$ cat src/rtl/oh_memory_bist.sv
// oh_memory_bist: March C- self-test controller driving a dual-port memory wrapper.
// Ports: clk/nreset (async active-low), start pulse; bist_en/we/wem/addr/din write side;
// bist_rd_en/bist_rd_addr read side with rd_dout returned one cycle later;
// busy/done/fail status with fail_addr/fail_elem of the first mismatch.
// Macro OH_BIST_DIAG_EN: adds fail_count and runs to completion instead of aborting.
module oh_memory_bist #(
   parameter int DW    = 104,
   parameter int DEPTH = 32,
   parameter int AW    = $clog2(DEPTH)
) (
   input  logic          clk,
   input  logic          nreset,
   input  logic          start,
   output logic          bist_en,
   output logic          bist_we,
   output logic [DW-1:0] bist_wem,
   output logic [AW-1:0] bist_addr,
   output logic [DW-1:0] bist_din,
   output logic          bist_rd_en,
   output logic [AW-1:0] bist_rd_addr,
   input  logic [DW-1:0] rd_dout,
   output logic          busy,
   output logic          done,
   output logic          fail,
   output logic [AW-1:0] fail_addr,
   output logic [2:0]    fail_elem
`ifdef OH_BIST_DIAG_EN
   ,
   output logic [15:0]   fail_count
`endif
);
`ifdef OH_BIST_DIAG_EN
   localparam bit ABORT = 1'b0;
`else
   localparam bit ABORT = 1'b1;
`endif
   localparam logic [AW-1:0] LAST = AW'(DEPTH - 1);
   typedef enum logic [1:0] {IDLE, RUN, DRAIN, DONE} state_t;
   state_t state;
   logic [2:0] elem, chk_e, op_e;
   logic [AW-1:0] addr, chk_a, op_a;
   logic ph, chk_v, two, down, term, fin, stay, run, act, op_p, op_rd, op_we, mism, abort, ld;
   // elem/addr/ph describe the operation currently on the memory pins; op_* is the next one
   always_comb begin
      two   = elem != 3'd0 && elem != 3'd5;
      down  = elem == 3'd3 || elem == 3'd4;
      term  = down ? addr == '0 : addr == LAST;
      fin   = term && elem == 3'd5;
      stay  = two && !ph;
      run   = state == RUN;
      act   = state == RUN || state == DRAIN;
      op_e  = !run ? 3'd0 : (stay || !term) ? elem : elem + 3'd1;
      op_a  = !run ? '0 : stay ? addr : !term ? (down ? addr - AW'(1) : addr + AW'(1)) :
              (elem == 3'd2 || elem == 3'd3) ? LAST : '0;
      op_p  = run && stay;
      op_rd = op_e == 3'd5 || (op_e != 3'd0 && !op_p);
      op_we = !op_rd;
      // r1 elements (2, 4) expect all ones, every other read expects all zeros
      mism  = chk_v && rd_dout != {DW{chk_e == 3'd2 || chk_e == 3'd4}};
      abort = ABORT && mism;
      ld    = (!act && start) || (run && !abort && !fin);
   end
   always_ff @(posedge clk or negedge nreset) begin
      if (!nreset) begin
         state        <= IDLE;
         elem         <= '0;
         addr         <= '0;
         ph           <= 1'b0;
         chk_v        <= 1'b0;
         chk_e        <= '0;
         chk_a        <= '0;
         bist_en      <= 1'b0;
         bist_we      <= 1'b0;
         bist_wem     <= '0;
         bist_addr    <= '0;
         bist_din     <= '0;
         bist_rd_en   <= 1'b0;
         bist_rd_addr <= '0;
         busy         <= 1'b0;
         done         <= 1'b0;
         fail         <= 1'b0;
         fail_addr    <= '0;
         fail_elem    <= '0;
`ifdef OH_BIST_DIAG_EN
         fail_count   <= '0;
`endif
      end else begin
         // read pipeline: rd_dout of this cycle belongs to last cycle's read
         chk_v <= bist_rd_en;
         chk_e <= elem;
         chk_a <= addr;
         if (ld) begin
            elem         <= op_e;
            addr         <= op_a;
            ph           <= op_p;
            bist_we      <= op_we;
            bist_wem     <= {DW{op_we}};
            bist_din     <= {DW{op_we && op_e[0]}};
            bist_addr    <= op_a;
            bist_rd_addr <= op_a;
            bist_rd_en   <= op_rd;
         end else if (act) begin
            bist_we    <= 1'b0;
            bist_wem   <= '0;
            bist_din   <= '0;
            bist_rd_en <= 1'b0;
         end
         if (!act && start) begin
            state     <= RUN;
            bist_en   <= 1'b1;
            busy      <= 1'b1;
            done      <= 1'b0;
            fail      <= 1'b0;
            fail_addr <= '0;
            fail_elem <= '0;
`ifdef OH_BIST_DIAG_EN
            fail_count <= '0;
`endif
         end else if (act) begin
            if (mism && !fail) begin
               fail      <= 1'b1;
               fail_addr <= chk_a;
               fail_elem <= chk_e;
            end
`ifdef OH_BIST_DIAG_EN
            if (mism && fail_count != 16'hFFFF) fail_count <= fail_count + 16'd1;
`endif
            if (abort || state == DRAIN) begin
               state   <= DONE;
               bist_en <= 1'b0;
               busy    <= 1'b0;
               done    <= 1'b1;
            end else if (fin) state <= DRAIN;
         end
      end
   end
endmodule

$ cat config.mk
export PLATFORM = sky130hd
export DESIGN_NAME = oh_memory_bist
export DESIGN_NICKNAME = d
export VERILOG_FILES = /design/src/rtl/oh_memory_bist.sv
export SDC_FILE = /design/constraint.sdc
export NUM_CORES = 1
export LEC_CHECK = 0
export ABC_AREA = 1
export CAP_MARGIN = 20
export CORE_AREA = 4 4 129 131
export DETAILED_ROUTE_END_ITERATION = 16
export DIE_AREA = 0 0 133 135
export PLACE_DENSITY = 0.75
export SLEW_MARGIN = 20
export SYNTH_ARGS = -nofsm -noshare
export SYNTH_HDL_FRONTEND = slang
export SYNTH_SLANG_ARGS = --single-unit
$ cat constraint.sdc
create_clock -name clk -period 5 [get_ports clk]
set_input_delay 0.75 -clock clk [delete_from_list [all_inputs] [get_ports clk]]
set_output_delay 0.75 -clock clk [all_outputs]
set_load 0.05 [all_outputs]
==> results of run 1 <==
==> final cells by class <==
class	count	share of cell area
inverter	37	0.0222
timing repair buffer	341	0.534
sequential	34	0.134
multi-input combinational	330	0.236
clock buffer	6	0.0218
tap	216	0.0424
clock inverter	2	0.00942
==> power groups by stage <==
stage          registers, mW  logic, mW  clock network [mW]
2_1_floorplan          0.494       2.58                   0
3_3_place_gp           0.415       3.04                   0
3_5_place_dp           0.418       3.04                   0
4_1_cts                0.415       3.05               0.416
5_1_grt                0.432       3.15               0.429
6_report               0.413       3.03               0.407
==> final timing paths <==
path,slack (ns),depth (start not counted),to
worst min-delay path,0.40,0,chk_e[1]
worst max register to register,2.55,13,addr[4]
worst min register to register,0.40,0,chk_e[1]
worst max-delay path,1.65,2,bist_wem[79]
min in group asynchronous,0.88,2,chk_a[2]
max in group asynchronous,3.79,2,bist_wem[102]
==> kinds of logic (layout without fill, tap and decap cells) <==
logic type      after synthesis  count (layout)  share of synthesized area
xor+xnor                      3               3                    0.00639
compound gates               27              27                     0.0368
simple gates                291             291                      0.293
fa+ha+maj                     9               9                     0.0292
flops                        34              34                      0.207
buf+inv                     253             386                      0.428
==> synthesized netlist by cell type <==
master | n | area share
buf_4 | 213 | 0.39
nand2_1 | 137 | 0.12
nor2_1 | 108 | 0.099
inv_1 | 35 | 0.032
dfrtp_1 | 34 | 0.21
nand3_1 | 26 | 0.032
o21ai_0 | 14 | 0.017
nand4_1 | 11 | 0.017
a21oi_1 | 8 | 0.0097
ha_1 | 8 | 0.024
nand2_4 | 4 | 0.011
o21ai_2 | 3 | 0.0064
clkbuf_1 | 2 | 0.0018
nand3_2 | 2 | 0.0049
xnor2_1 | 2 | 0.0043
and2_4 | 1 | 0.0021
buf_6 | 1 | 0.0027
fa_1 | 1 | 0.0049
inv_2 | 1 | 0.00091
inv_4 | 1 | 0.0015
nand3b_1 | 1 | 0.0018
o211ai_1 | 1 | 0.0018
o21a_1 | 1 | 0.0018
or2_2 | 1 | 0.0015
xor2_1 | 1 | 0.0021
==> flip-flops by register name, indices dropped and copies added, names as in the netlist <==
signal,cells
addr,5
chk_a,5
fail_addr,5
chk_e,3
elem,3
fail_elem,3
state,2
bist_din,1
bist_rd_en,1
bist_wem,1
busy,1
chk_v,1
done,1
fail,1
ph,1
==> worst max-delay path, stage by stage (launching register included) <==
cell	delay [ns]
dfrtp_2	0.97
buf_4	0.44
clkdlybuf4s50_1	0.88
==> cells in the final DEF, fill, tap and decap left out, types with 2 or more instances in the layout <==
cell             count
a21oi_1              8
buf_4                3
clkbuf_16            5
nand3_2              2
nand2_1            137
o21ai_2              3
ha_1                 8
nand3_1             26
xnor2_1              2
nor2_1             108
dfrtp_1             32
inv_1               35
dfrtp_2              2
bufinv_16            2
o21ai_0             14
nand2_4              4
clkdlybuf4s50_1    338
nand4_1             11
==> per-stage QoR <==
step	worst slack (ns)	area (µm²)	hold WS [ns]	power, mW
after global placement	1.96	6170	0.388	3.46
final	1.65	6370	0.403	3.85
after detailed placement	1.92	6170	0.391	3.46
after floorplan	1.62	4110	0.378	3.08
after CTS	1.62	6370	0.404	3.88
after global routing	1.46	6370	0.431	4.01
==> routing by layer <==
metal / routed length (µm) / up-vias
met2: 5980 / 182
li1: - / 1959
met4: 113 / 2
met1: 5120 / 1570
met5: 13 / -
met3: 905 / 10
==> run_summary.xml, run 1 <==
<?xml version="1.0" encoding="UTF-8"?>
<metrics>
  <group name="finish">
    <metric name="n_fill_cell" unit="">1558</metric>
    <metric name="multiInputGateArea" unit="µm²">1500</metric>
    <metric name="ff_latch_area" unit="µm²">853</metric>
    <metric name="antenna_cells_inserted" unit="">0</metric>
    <metric name="num-nets-final" unit="">865</metric>
    <metric name="fin_cells" unit="">966</metric>
    <metric name="area_growth" unit="%">54.9</metric>
    <metric name="share_of_post_route_cells_with_drive_strength_above_1" unit="">0.0347</metric>
    <metric name="final_core_util" unit="">0.409</metric>
  </group>
  <group name="grt">
    <metric name="wire_length_of_the_first_global_routing_pass" unit="µm">17900</metric>
    <metric name="grt_start_max_net_pins" unit="">71</metric>
    <metric name="grt_pass1_vias" unit="">3585</metric>
    <metric name="met1_usage" unit="">0.144</metric>
    <metric name="grt_use_met3" unit="">0.0302</metric>
    <metric name="top_usage_layer" unit="">met2</metric>
    <metric name="gr-total-overflow" unit="">0</metric>
    <metric name="grtUsageTotal" unit="">0.119</metric>
    <metric name="met2_usage_grt" unit="">0.213</metric>
    <metric name="grt_antenna_before_repair" unit="">1</metric>
  </group>
  <group name="placement">
    <metric name="place_hpwl" unit="µm">9950</metric>
    <metric name="gp_congestion" unit="">0.782</metric>
    <metric name="port_buffers" unit="">338</metric>
    <metric name="post-place-cells" unit="">958</metric>
  </group>
  <group name="power">
    <metric name="combPwrFrac" unit="">0.787</metric>
    <metric name="power.share.switching" unit="">0.606</metric>
    <metric name="vdd_drop_max" unit="mV">1.07</metric>
    <metric name="p_int" unit="mW">1.52</metric>
    <metric name="cellPowerDensity" unit="nW/µm²">605</metric>
    <metric name="clock_power_share" unit="">0.106</metric>
    <metric name="p_switching" unit="mW">2.33</metric>
    <metric name="static-leakage-power" unit="nW">2.59</metric>
    <metric name="p_seq_frac" unit="">0.107</metric>
  </group>
  <group name="worst_setup_path">
    <metric name="critPathCaptureType" unit="">output port</metric>
    <metric name="crit_path_start_kind" unit="">flop</metric>
    <metric name="startpoint_of_the_worst_slack_reg_to_reg_timing_path" unit="">elem[0]</metric>
    <metric name="startpoint" unit="">bist_wem[102]</metric>
    <metric name="crit_path_max_fanout" unit="">70</metric>
    <metric name="crit_required" unit="ns">4.25</metric>
    <metric name="critical_path_arrival" unit="ns">2.60</metric>
    <metric name="path_type_of_the_worst_setup_path" unit="">flop to output port</metric>
  </group>
  <group name="timing">
    <metric name="fin_tns_setup" unit="ns">0</metric>
    <metric name="period_needed" unit="ns">3.35</metric>
    <metric name="timing_hold_violations_final" unit="">0</metric>
    <metric name="tightestPinTransition" unit="ns">0.943</metric>
    <metric name="finalClockSkew" unit="ns">0.00314</metric>
    <metric name="max_freq" unit="GHz">0.298</metric>
    <metric name="final.period_utilization" unit="">0.670</metric>
    <metric name="finalSetupViolations" unit="">0</metric>
    <metric name="final-max-slew-violation-count" unit="">0</metric>
    <metric name="slew_headroom" unit="">0.372</metric>
    <metric name="grt_setup_unrepaired" unit="">no</metric>
  </group>
  <group name="clock_network">
    <metric name="clkTransAtPathRegs" unit="ns">0.05</metric>
    <metric name="clock_tree.root_cell" unit="">clkbuf_16</metric>
    <metric name="cts_max_level" unit="">2</metric>
    <metric name="cts_inserted_buffers" unit="">5</metric>
    <metric name="clock_path_buffers" unit="">2</metric>
    <metric name="tritoncts" unit="">built</metric>
    <metric name="setup_buffers_after_cts" unit="">0</metric>
    <metric name="cts-hold-fix-buffers" unit="">0</metric>
    <metric name="cts_sink_cnt" unit="">34</metric>
    <metric name="cts.repair.resized" unit="">0</metric>
    <metric name="latest_clock_arrival_within_the_worst_skew_pair" unit="ns">0.28</metric>
  </group>
  <group name="detailed_routing">
    <metric name="routed_wirelength" unit="µm">12100</metric>
    <metric name="detail_route.vias_per_cell" unit="">3.85</metric>
    <metric name="detail-route-antenna-nets" unit="">0</metric>
    <metric name="drt_pass1_iterations" unit="">4</metric>
    <metric name="drt_iter0_drc" unit="">156</metric>
    <metric name="wl_per_cell" unit="µm">12.6</metric>
    <metric name="detailroute.via_count" unit="">3723</metric>
    <metric name="drt_drc_violations_left" unit="">0</metric>
  </group>
  <group name="floorplan">
    <metric name="rows" unit="">46</metric>
    <metric name="die-width" unit="µm">133</metric>
    <metric name="design.die.area" unit="µm²">18000</metric>
    <metric name="die_extent_in_y" unit="µm">135</metric>
    <metric name="floorplan.io_pins" unit="">339</metric>
    <metric name="placeableCoreArea" unit="µm²">15600</metric>
    <metric name="initial_utilization" unit="">0.264</metric>
  </group>
  <group name="outcome">
    <metric name="outcome" unit="">completed</metric>
  </group>
  <group name="worst_hold_path">
    <metric name="hold_class" unit="">flop to flop</metric>
    <metric name="hold_start" unit="">elem[1]</metric>
  </group>
  <group name="synth">
    <metric name="synth_cells" unit="">617</metric>
    <metric name="synth-seq-area-share" unit="">0.207</metric>
    <metric name="syn-num-nets" unit="">733</metric>
    <metric name="synth.ff_latch_count" unit="">34</metric>
    <metric name="yosysWarnings" unit="">0</metric>
    <metric name="syn_avg_cell_area" unit="µm²">6.67</metric>
    <metric name="yosysUniqueCellTypes" unit="">25</metric>
    <metric name="post_synthesis_instance_area" unit="µm²">4110</metric>
  </group>
  <group name="job">
    <metric name="drv_cap" unit="">0</metric>
  </group>
</metrics>
No activity file was read; power rests on OpenSTA's default activity.
==> inputs of run 2 (changes only) <==
Settings changed: CORE_AREA 4 4 129 131 to 4 4 130 132, DIE_AREA 0 0 133 135 to 0 0 134 136, PLACE_DENSITY 0.75 to 0.77.
Clock period 5 ns to 2.8 ns, I/O delays scaled along.
==> run_summary.xml, run 2 (synthesized netlist as in run 1, its figures left out) <==
<?xml version="1.0" encoding="UTF-8"?>
<metrics>
  <group name="worst_setup_path">
    <metric name="crit_buf_inv" unit="">2</metric>
    <metric name="critical_path_max_stage_delay" unit="ns">0.39</metric>
    <metric name="r2r-end" unit="">addr[4]</metric>
    <metric name="crit_path_start_kind" unit="">flop</metric>
    <metric name="worst-r2r-setup-slack" unit="ns">0.39</metric>
    <metric name="critPathCaptureType" unit="">flop</metric>
    <metric name="timing.critical_path.max_delay_family" unit="">compound AO/OA/AOI/OAI gates</metric>
    <metric name="ff2ff_path_depth" unit="">13</metric>
    <metric name="critical_path_arrival" unit="ns">2.62</metric>
    <metric name="crit_required" unit="ns">3.02</metric>
    <metric name="crit_path_cells" unit="">ha_1, inv_1, o21ai_2, inv_4, fa_1, or2_2, nand2_1, a21oi_1, o21ai_0, a21oi_1, nor2_1, nand3_1, nand2_1</metric>
    <metric name="startpoint_of_the_worst_slack_reg_to_reg_timing_path" unit="">elem[0]</metric>
    <metric name="timing.critical_path.slowest_stage_cell" unit="">dfrtp_1</metric>
    <metric name="crit_path_max_fanout" unit="">6</metric>
    <metric name="path_type_of_the_worst_setup_path" unit="">flop to flop</metric>
  </group>
  <group name="timing">
    <metric name="tightestPinTransition" unit="ns">0.900</metric>
    <metric name="finalSetupViolations" unit="">0</metric>
    <metric name="timing_hold_violations_final" unit="">0</metric>
    <metric name="final-max-slew-violation-count" unit="">0</metric>
    <metric name="max_freq" unit="GHz">0.416</metric>
    <metric name="final.period_utilization" unit="">0.859</metric>
    <metric name="fin_tns_setup" unit="ns">0</metric>
    <metric name="worst_slack" unit="ns">0.394</metric>
    <metric name="slew_headroom" unit="">0.400</metric>
    <metric name="finalClockSkew" unit="ns">0.00449</metric>
    <metric name="grt_setup_unrepaired" unit="">no</metric>
    <metric name="fin_hold_ws" unit="ns">0.398</metric>
    <metric name="period_needed" unit="ns">2.41</metric>
  </group>
  <group name="clock_network">
    <metric name="cts_sink_cnt" unit="">34</metric>
    <metric name="cts.repair.resized" unit="">0</metric>
    <metric name="cts_max_level" unit="">2</metric>
    <metric name="cts-hold-fix-buffers" unit="">0</metric>
    <metric name="latest_clock_arrival_within_the_worst_skew_pair" unit="ns">0.28</metric>
    <metric name="clkTransAtPathRegs" unit="ns">0.05</metric>
    <metric name="setup_buffers_after_cts" unit="">0</metric>
    <metric name="cts_inserted_buffers" unit="">5</metric>
    <metric name="clock_path_buffers" unit="">2</metric>
    <metric name="tritoncts" unit="">built</metric>
    <metric name="clock_tree.root_cell" unit="">clkbuf_16</metric>
  </group>
  <group name="power">
    <metric name="vdd_drop_max" unit="mV">2.17</metric>
    <metric name="cellPowerDensity" unit="nW/µm²">1110</metric>
    <metric name="static-leakage-power" unit="nW">2.88</metric>
  </group>
  <group name="finish">
    <metric name="final_core_util" unit="">0.371</metric>
    <metric name="antenna_cells_inserted" unit="">0</metric>
    <metric name="layout_common_cells" unit="">213 x buf_4, 137 x nand2_1, 129 x clkdlybuf4s50_1, 108 x nor2_1, 35 x inv_1</metric>
    <metric name="reg_top3" unit="">addr: 5 flops, chk_a: 5 flops, fail_addr: 5 flops</metric>
    <metric name="ff_latch_area" unit="µm²">853</metric>
    <metric name="num-nets-final" unit="">866</metric>
    <metric name="area_growth" unit="%">41.6</metric>
    <metric name="share_of_post_route_cells_with_drive_strength_above_1" unit="">0.313</metric>
    <metric name="layout.cells.most_common" unit="">buf_4</metric>
    <metric name="multiInputGateArea" unit="µm²">1500</metric>
    <metric name="n_fill_cell" unit="">1669</metric>
    <metric name="finish.instance_area" unit="µm²">5830</metric>
  </group>
  <group name="floorplan">
    <metric name="placeableCoreArea" unit="µm²">15700</metric>
    <metric name="rows" unit="">46</metric>
    <metric name="design.die.area" unit="µm²">18200</metric>
    <metric name="initial_utilization" unit="">0.262</metric>
    <metric name="floorplan.io_pins" unit="">339</metric>
    <metric name="die-width" unit="µm">134</metric>
    <metric name="die_extent_in_y" unit="µm">136</metric>
  </group>
  <group name="grt">
    <metric name="grt_antenna_before_repair" unit="">1</metric>
    <metric name="grt_use_met3" unit="">0.0303</metric>
    <metric name="grtUsageTotal" unit="">0.109</metric>
    <metric name="wire_length_of_the_first_global_routing_pass" unit="µm">16500</metric>
    <metric name="gr-total-overflow" unit="">0</metric>
    <metric name="top_usage_layer" unit="">met2</metric>
    <metric name="grt_pass1_vias" unit="">3495</metric>
    <metric name="met2_usage_grt" unit="">0.206</metric>
    <metric name="met1_usage" unit="">0.123</metric>
    <metric name="grt_start_max_net_pins" unit="">106</metric>
  </group>
  <group name="detailed_routing">
    <metric name="detailroute.via_count" unit="">3715</metric>
    <metric name="detail_route.vias_per_cell" unit="">3.84</metric>
    <metric name="drt_pass1_iterations" unit="">4</metric>
    <metric name="detail-route-antenna-nets" unit="">0</metric>
    <metric name="drt_drc_violations_left" unit="">0</metric>
    <metric name="routed_wirelength" unit="µm">11600</metric>
    <metric name="drt_iter0_drc" unit="">92</metric>
    <metric name="wl_per_cell" unit="µm">12.0</metric>
  </group>
  <group name="job">
    <metric name="drv_cap" unit="">0</metric>
  </group>
  <group name="placement">
    <metric name="port_buffers" unit="">338</metric>
    <metric name="place_worst_setup_slack" unit="ns">0.351</metric>
    <metric name="place_hpwl" unit="µm">9720</metric>
    <metric name="postPlaceCellArea" unit="µm²">5660</metric>
    <metric name="gp_congestion" unit="">0.847</metric>
  </group>
  <group name="worst_hold_path">
    <metric name="hold_class" unit="">flop to flop</metric>
    <metric name="hold_start" unit="">elem[1]</metric>
    <metric name="worst_hold_path.endpoint" unit="">chk_e[1]</metric>
    <metric name="worst_hold_path.num_cells" unit="">0</metric>
  </group>
  <group name="outcome">
    <metric name="outcome" unit="">completed</metric>
  </group>
</metrics>
-- run 2: cell count changes in the layout (fill, tap and decap cells not counted), sizes merged --
cell | previous run | this run
clkinvlp | 0 | 1
clkdlybuf4s50 | 338 | 129
bufinv | 2 | 1
buf | 3 | 213
-- run 2: stage by stage --
stage	total power, mW	cells
detailed placement	5.89	959
global placement	5.87	959
finish	6.46	967
floorplan	5.41	617
global route	6.73	967
CTS	6.52	967
-- run 2: report_power, final --
part / switching [mW] / internal [mW] / total (mW)
Clock: 0.196 / 0.419 / 0.615
Combinational: 3.88 / 1.34 / 5.22
Sequential: 0.0705 / 0.561 / 0.631
Total: 4.15 / 2.32 / 6.46
-- run 2: metal layers --
layer	vias up	wire length, µm
li1	1961	-
met1	1562	4590
met2	180	5820
met3	10	1080
met4	2	116
met5	-	13
-- run 2: worst max-delay path by stage --
stage / from / endpoint / slack (ns) / depth (start not counted)
2_1_floorplan: elem[0] / addr[4] / 0.58 / 13
3_3_place_gp: rd_dout[69] / addr[3] / 0.39 / 14
3_5_place_dp: rd_dout[69] / addr[3] / 0.35 / 14
4_1_cts: elem[0] / addr[4] / 0.38 / 13
5_1_grt: elem[0] / addr[4] / 0.18 / 13
6_report: elem[0] / addr[4] / 0.39 / 13
-- run 2: layout make-up --
cell class | count | area share
well taps | 216 | 0.0464
repair buffers | 342 | 0.496
inverters | 37 | 0.0243
multi-input cells | 330 | 0.258
clock buffers | 6 | 0.0221
clock inverters | 2 | 0.00644
flip-flops and latches | 34 | 0.146
